$ cat config.mk
export PLATFORM = sky130hd
export DESIGN_NAME = mult_hilo_ctrl
export DESIGN_NICKNAME = d
export VERILOG_FILES = /design/src/rtl/mult_hilo_ctrl.sv
export SDC_FILE = /design/constraint.sdc
export NUM_CORES = 1
export LEC_CHECK = 0
export ABC_AREA = 1
export CAP_MARGIN = 20
export CELL_PAD_IN_SITES_DETAIL_PLACEMENT = 1
export CELL_PAD_IN_SITES_GLOBAL_PLACEMENT = 1
export CORE_UTILIZATION = 31
export DETAILED_ROUTE_END_ITERATION = 8
export GPL_TIMING_DRIVEN = 0
export PLACE_DENSITY_LB_ADDON = 0.08
export SLEW_MARGIN = 0
export SYNTH_ARGS = -nofsm -noshare
export SYNTH_HDL_FRONTEND = slang
export SYNTH_SLANG_ARGS = --single-unit
$ cat constraint.sdc
create_clock -name clk -period 3.6 [get_ports clk]
set_input_delay 0.54 -clock clk [delete_from_list [all_inputs] [get_ports clk]]
set_output_delay 0.54 -clock clk [all_outputs]
set_load 0.01 [all_outputs]
$ cat src/rtl/mult_hilo_ctrl.sv
`default_nettype none
// ============================================================================
// Module  : mult_hilo_ctrl
// Brief   : Sequences an external shift-add multiplier for MULTU; holds HI/LO
//           and answers MFHI/MFLO reads.
// Revision: 1.0 - initial release
// ============================================================================
module mult_hilo_ctrl #(
    parameter logic [5:0] MULTU  = 6'd25,
    parameter logic [5:0] MFHI   = 6'd16,
    parameter logic [5:0] MFLO   = 6'd18,
    parameter int         N_ITER = 32
) (
    input  logic        clk,
    input  logic        reset,
    input  logic        start,
    input  logic [5:0]  funct,
    input  logic [31:0] opA,
    input  logic [31:0] opB,
    input  logic        rd_req,
    input  logic [63:0] mul_product,
    output logic [5:0]  mul_signal,
    output logic [31:0] mul_a,
    output logic [31:0] mul_b,
    output logic        busy,
    output logic        done,
    output logic [31:0] hi,
    output logic [31:0] lo,
    output logic [31:0] rd_data,
    output logic        rd_valid
);

    typedef enum logic [1:0] {
        S_IDLE    = 2'd0,
        S_LOAD    = 2'd1,
        S_RUN     = 2'd2,
        S_CAPTURE = 2'd3
    } state_t;

    localparam logic [4:0] C_LAST = 5'(N_ITER - 1);

    state_t      r_state;
    logic [4:0]  r_count;
    logic [31:0] r_op_a;
    logic [31:0] r_op_b;
    logic [31:0] r_hi;
    logic [31:0] r_lo;
    logic [5:0]  r_mul_signal;
    logic        r_busy;
    logic        r_done;

    logic        w_is_hi;
    logic        w_is_lo;

    // Outputs are updated alongside the state so they decode the next state.
    always_ff @(posedge clk or negedge reset) begin
        if (!reset) begin
            r_state      <= S_IDLE;
            r_count      <= 5'd0;
            r_op_a       <= 32'd0;
            r_op_b       <= 32'd0;
            r_hi         <= 32'd0;
            r_lo         <= 32'd0;
            r_mul_signal <= 6'd0;
            r_busy       <= 1'b0;
            r_done       <= 1'b0;
        end else begin
            r_done <= 1'b0;
            case (r_state)
                S_IDLE: begin
                    if (start && (funct == MULTU)) begin
                        r_state      <= S_LOAD;
                        r_op_a       <= opA;
                        r_op_b       <= opB;
                        r_busy       <= 1'b1;
                        r_mul_signal <= MULTU;
                    end
                end
                S_LOAD: begin
                    r_state <= S_RUN;
                    r_count <= 5'd0;
                end
                S_RUN: begin
                    // Counter holds on the last iteration instead of wrapping.
                    if (r_count == C_LAST) begin
                        r_state      <= S_CAPTURE;
                        r_mul_signal <= 6'd0;
                    end else begin
                        r_count <= r_count + 5'd1;
                    end
                end
                S_CAPTURE: begin
                    r_hi    <= mul_product[63:32];
                    r_lo    <= mul_product[31:0];
                    r_done  <= 1'b1;
                    r_busy  <= 1'b0;
                    r_state <= S_IDLE;
                end
                default: r_state <= S_IDLE;
            endcase
        end
    end

    assign w_is_hi = (funct == MFHI);
    assign w_is_lo = (funct == MFLO);

    assign rd_data  = (rd_req && w_is_hi) ? r_hi :
                      (rd_req && w_is_lo) ? r_lo : 32'd0;
    assign rd_valid = rd_req & (w_is_hi | w_is_lo) & ~r_busy;

    assign mul_signal = r_mul_signal;
    assign mul_a      = r_op_a;
    assign mul_b      = r_op_b;
    assign busy       = r_busy;
    assign done       = r_done;
    assign hi         = r_hi;
    assign lo         = r_lo;

endmodule
`default_nettype wire

-- Yosys cells after proc, flatten, opt, wreduce, memory -nomap -nowiden
Index checks and enable logic that the tools add are counted.
- add/subtract/negate cells: 1
- equal/unequal tests: 10
- mux-type cells: 13
- bitwise operators: 4
- reduce and logical (&&, ||, !) cells: 12
- operators with widths (cell ; count):
    2-to-1 mux 32 bit ; 2
    equality test 6 x 5 -> 1 bit (second input constant) ; 3
    2-to-1 mux 6 bit ; 2
    case mux 6 bit (2 select lines) ; 1
    case mux 5 bit (2 select lines) ; 1
    case mux 2 bit (4 select lines) ; 1
    AND reduction 2 bit ; 4
    inequality test 2 bit (second input constant) ; 3
    nonzero test 2 bit ; 3
    adder 5 x 1 -> 5 bit (second input constant) ; 1
    equality test 5 bit (second input constant) ; 1
    2-to-1 mux 5 bit ; 1
    equality test 2 bit (second input constant) ; 2
    2-to-1 mux 2 bit ; 2
    logical AND 1 bit ; 3
    AND reduction 3 bit ; 1
    AND 1 bit ; 2
    equality test 2 x 1 -> 1 bit (second input constant) ; 1
    zero test 2 bit ; 1
    2-to-1 mux 1 bit ; 2
    case mux 1 bit (2 select lines) ; 1
    NOT 1 bit ; 1
    bitwise OR 1 bit ; 1
- bits in registers: 143
- bits of input ports: 138
- output and inout bits: 169
- word-level logic and storage cells: 49

-- Depth between registers and ports, before layout
Gate-level depths: netlist of the first run.
- word-level depth: 4
- mapped depth: 10
- gate-level depth less buffers: 10

-- Least setup slack after synthesis of the first run
OpenSTA, ideal clock, no wires.
- path kind: input to output
- from: in funct[5]
- to: out rd_data[10]
- data arrival time: 1.293 ns
- required time: 3.060 ns
- setup slack: 1.767 ns
- stages: 6
- path buffers: 1
- path through: inv_1 -> nand2_1 -> nor2_1 -> nand2_1 -> buf_2 -> o22ai_1
- longest elaborated chain between the ends: 4
- elaborated cells on any way between the ends: 6
- those cells by class: eq/ne: 2; mux: 2; reduce/logical: 2
- RTL lines (element ; line ; source):
    from (decl) ; 17 ; input logic [5:0] funct,
    equality test 6 x 5 -> 1 bit ; 105 ; assign w_is_lo = (funct == MFLO);
    logical AND 1 bit ; 108 ; (rd_req && w_is_lo) ? r_lo : 32'd0;
    2-to-1 mux 32 bit ; 108 ;
    2-to-1 mux 32 bit (*) ; 107 ; assign rd_data = (rd_req && w_is_hi) ? r_hi :
    to (decl) ; 29 ; output logic [31:0] rd_data,
Mark *: on every way between the ends. The rest lies on a longest branch, timed or not.

-- Worst setup path after layout of the first run
- from: in funct[1]
- to: out rd_data[19]
The elaborated chain is that of the path after synthesis.

==> key figures, run 1 <==
Outcome
  • Outcome: completed

Logic synthesis
  • Cells after synthesis: 665
  • Sequential share of the synthesized area: 0.5662
  • Ys Warns: 0
  • Top cells by count, synth: nand2_1, inv_1, dfrtp_1, o21ai_0, o21ai_2
  • Most numerous cell in the Yosys netlist: nand2_1
  • Number of synthesized flops with an enable pin: 0
  • Post-synth ARST share: 1.000
  • Seq cells post-synth: 138
  • Synth area leader: dfrtp_1
  • Distinct cells, synth: 24
  • Avg Inst Size Synth: 9.172 um2
  • Top FF cell, synth: dfrtp_1
  • Post-Syn Area: 6100 um2
  • Yosys top cell area share: 0.5662
  • Largest cells by area after synthesis: dfrtp_1, nand2_1, inv_1

Finish
  • Final instance area: 10060 um2
  • Finished Core Util: 0.5289
  • Nets: 1135
  • Diode count: 0
  • Non-Filler Instances: 1263
  • Ratio of cells with drive above 1 in the final layout: 0.1186
  • Area delta synth->final: 64.90%

STA
  • Period minus WS final: 3.140 ns
  • Setup TNS: 0 ns
  • Fmax: 318.5 MHz
  • Least-Margin Pin Slew: 0.6707 ns
  • Final Hold Viols: 0
  • Hold WS: 0.1066 ns
  • Skew final: 0.007171 ns
  • Setup violators final: 0
  • Pins Over Slew Limit: 0
  • Post-route setup slack: 0.4600 ns
  • Final period utilization: 0.8722
  • Relative slew slack: 0.5529
  • RSZ-0062 raised after global routing: no

Critical path
  • Register-to-Register Path Depth: 10
  • Bufs and invs on worst path: 3
  • R2r startpoint: r_count[0]
  • Crit Path Category: input pin to primary output
  • CP arrival: 2.60 ns
  • Crit-path leading delay family: buffers and inverters
  • Crit path top cell by count: clkdlybuf4s50_1
  • Worst setup EP type: primary output
  • Startpoint types: input pin
  • CP Max Fanout: 10
  • Critical Path RT: 3.06 ns
  • Max stage delay cell, worst path: clkdlybuf4s50_1
  • Flop2flop setup slack: 1.92 ns
  • CP peak stage delay: 0.60 ns
  • CP cell instances: clkdlybuf4s50_1 -> nor3_1 -> nand2_1 -> buf_2 -> o22ai_1 -> clkdlybuf4s50_1
  • Crit Reg-Reg Endpoint: r_count[1]

Global route
  • Grt met3 use: 0.08109
  • Met1 usage: 0.2503
  • Top Usage Layer GRT: met2
  • Gr ovfl total: 0
  • Met2 Use GR: 0.3759
  • Tot GR Track Use: 0.2189
  • Initial antenna violation count: 0
  • Largest net degree at the start of global routing: 73
  • Vias in the first global route: 6204
  • First-pass GRT wire length: 33590 um

Floorplan
  • Die Wd: 142.3 um
  • DIE AREA: 20240 um2
  • Starting Density: 0.3207
  • Die Y: 142.3 um
  • Cell Rows: 50
  • CORE AREA: 19020 um2
  • # IOs: 307

CTS
  • Post-cts sizing count: 0
  • CTS Hold Bufs: 0
  • CTS tree: yes
  • Reg clk slew, reported paths: 0.06 ns
  • H-tree depth: 4
  • CTS root buf: clkbuf_16
  • Post-CTS Setup Repair Bufs: 0
  • CTS max path bufs: 2
  • Clock sinks: 138
  • CTS Buf Count: 17
  • Clock Latency Late Sink: 0.42 ns

Place
  • Placed inst area: 9494 um2
  • Post-DP HPWL: 16150 um
  • Dpl ws: 0.3879 ns
  • Placed cell count: 1231
  • # port buffers: 303
  • GP Congestion: 0.7758

Routing
  • Final WL: 21240 um
  • TritonRoute pass-1 iters: 6
  • DRT iter0 DRCs: 210
  • Post-DRT Antenna Nets: 0
  • Vias: 5657
  • Wire per inst: 16.81 um
  • # DRC: 0
  • Number of vias per cell: 4.479

Power and ir drop
  • Max VDD drop: 0.3356 mV
  • Power, Total: 6.673 mW
  • Power Density: 663.4 nW/um2
  • Leakage: 4.623 nW

Min path
  • Worst min path class: input pin to asynchronous set/reset pin

Job
  • # Max-Cap Violations: 0
-- state kept, by name, indices dropped and copies added, names as in the netlist --
signal,count
busy,1
mul_signal,1
done,1
r_state,2
lo,32
mul_a,32
hi,32
mul_b,32
r_count,5
-- cells by family (layout without fill, tap and decap cells) --
family	after synthesis	after routing	synth area share
buffers and inverters	180	516	0.1313
AND/OR/NAND/NOR	173	173	0.1116
AO/OA/AOI/OAI	166	166	0.1760
flip-flops	138	138	0.5662
adder cells (fa/ha/maj)	7	7	0.01436
other	1	3	0.0006148
-- metal layers --
| layer | wire (um) | part of all wire | vias up |
|---|---|---|---|
| met5 | 0 | 0 | - |
| met4 | 345 | 0.016 | 0 |
| met3 | 1933 | 0.091 | 23 |
| met2 | 10400 | 0.49 | 213 |
| met1 | 8555 | 0.40 | 2718 |
| li1 | - | - | 2703 |
-- cells in the final DEF (no fill, tap or decap), drive strengths merged --
cell type and count:
nand3 7, or2 2, clkinvlp 5, dfrtp 138, o21ai 129, buf 30
and2 1, inv 142, a21oi 5, nand4 2, nor2 4, nand2 155
conb 3, o22ai 32, clkbuf 31, clkdlybuf4s50 302, ha 7, bufinv 1
clkinv 5, nor3 2
-- where the power goes --
part | switching, mW | leakage (nW) | internal [mW]
Sequential | 0.296 | 1.79 | 2.07
Combinational | 1.30 | 2.57 | 1.32
Clock | 0.706 | 0.262 | 0.972
Total | 2.31 | 4.62 | 4.37
-- worst register-to-register path, stage by stage, from the launching register on --
cell and delay, ns:
dfrtp_1 0.42, ha_1 0.23, nand2_1 0.09, nor2_1 0.05, ha_1 0.17, inv_1 0.11
nand2_1 0.12, nand2_1 0.20, inv_1 0.08, nand2_1 0.06, nand2_1 0.05
-- worst max path at each step --
stage	end	slack (ns)	startpoint	depth (start not counted)
after floorplan	rd_data[10]	1.77	funct[5]	6
after global routing	rd_data[19]	0.33	funct[5]	8
after detailed placement	rd_data[19]	0.39	funct[1]	6
after CTS	rd_data[19]	0.38	funct[1]	6
final	rd_data[19]	0.46	funct[1]	6
after global placement	lo[23]	-4.10	reset	1
-- area by class of cell --
class,instances,area (um2)
fill,2205,8960
sequential,138,3453
timing repair buffer,304,3062
multi-input combinational,349,1853
inverter,140,525.5
clock buffer,19,442.9
tap,260,325.3
buffer,40,275.3
clock inverter,13,121.4
No activity file was read; power rests on OpenSTA's default activity.
==> inputs of run 2 (changes only) <==
--- a/config.mk
+++ b/config.mk
@@ -13,7 +13,6 @@
 export DETAILED_ROUTE_END_ITERATION = 8
 export GPL_TIMING_DRIVEN = 0
 export PLACE_DENSITY_LB_ADDON = 0.08
-export SLEW_MARGIN = 0
 export SYNTH_ARGS = -nofsm -noshare
 export SYNTH_HDL_FRONTEND = slang
 export SYNTH_SLANG_ARGS = --single-unit
==> results of run 2 <==
The final DEF is identical to that of run 1; final timing and power are the same.
==> inputs of run 3 (changes only) <==
--- a/config.mk
+++ b/config.mk
@@ -10,6 +10,7 @@
 export CELL_PAD_IN_SITES_DETAIL_PLACEMENT = 1
 export CELL_PAD_IN_SITES_GLOBAL_PLACEMENT = 1
 export CORE_UTILIZATION = 31
+export CTS_CLUSTER_DIAMETER = 40
 export DETAILED_ROUTE_END_ITERATION = 8
 export GPL_TIMING_DRIVEN = 0
 export PLACE_DENSITY_LB_ADDON = 0.08
==> results of run 3 <==
The final DEF is identical to that of run 1; final timing and power are the same.
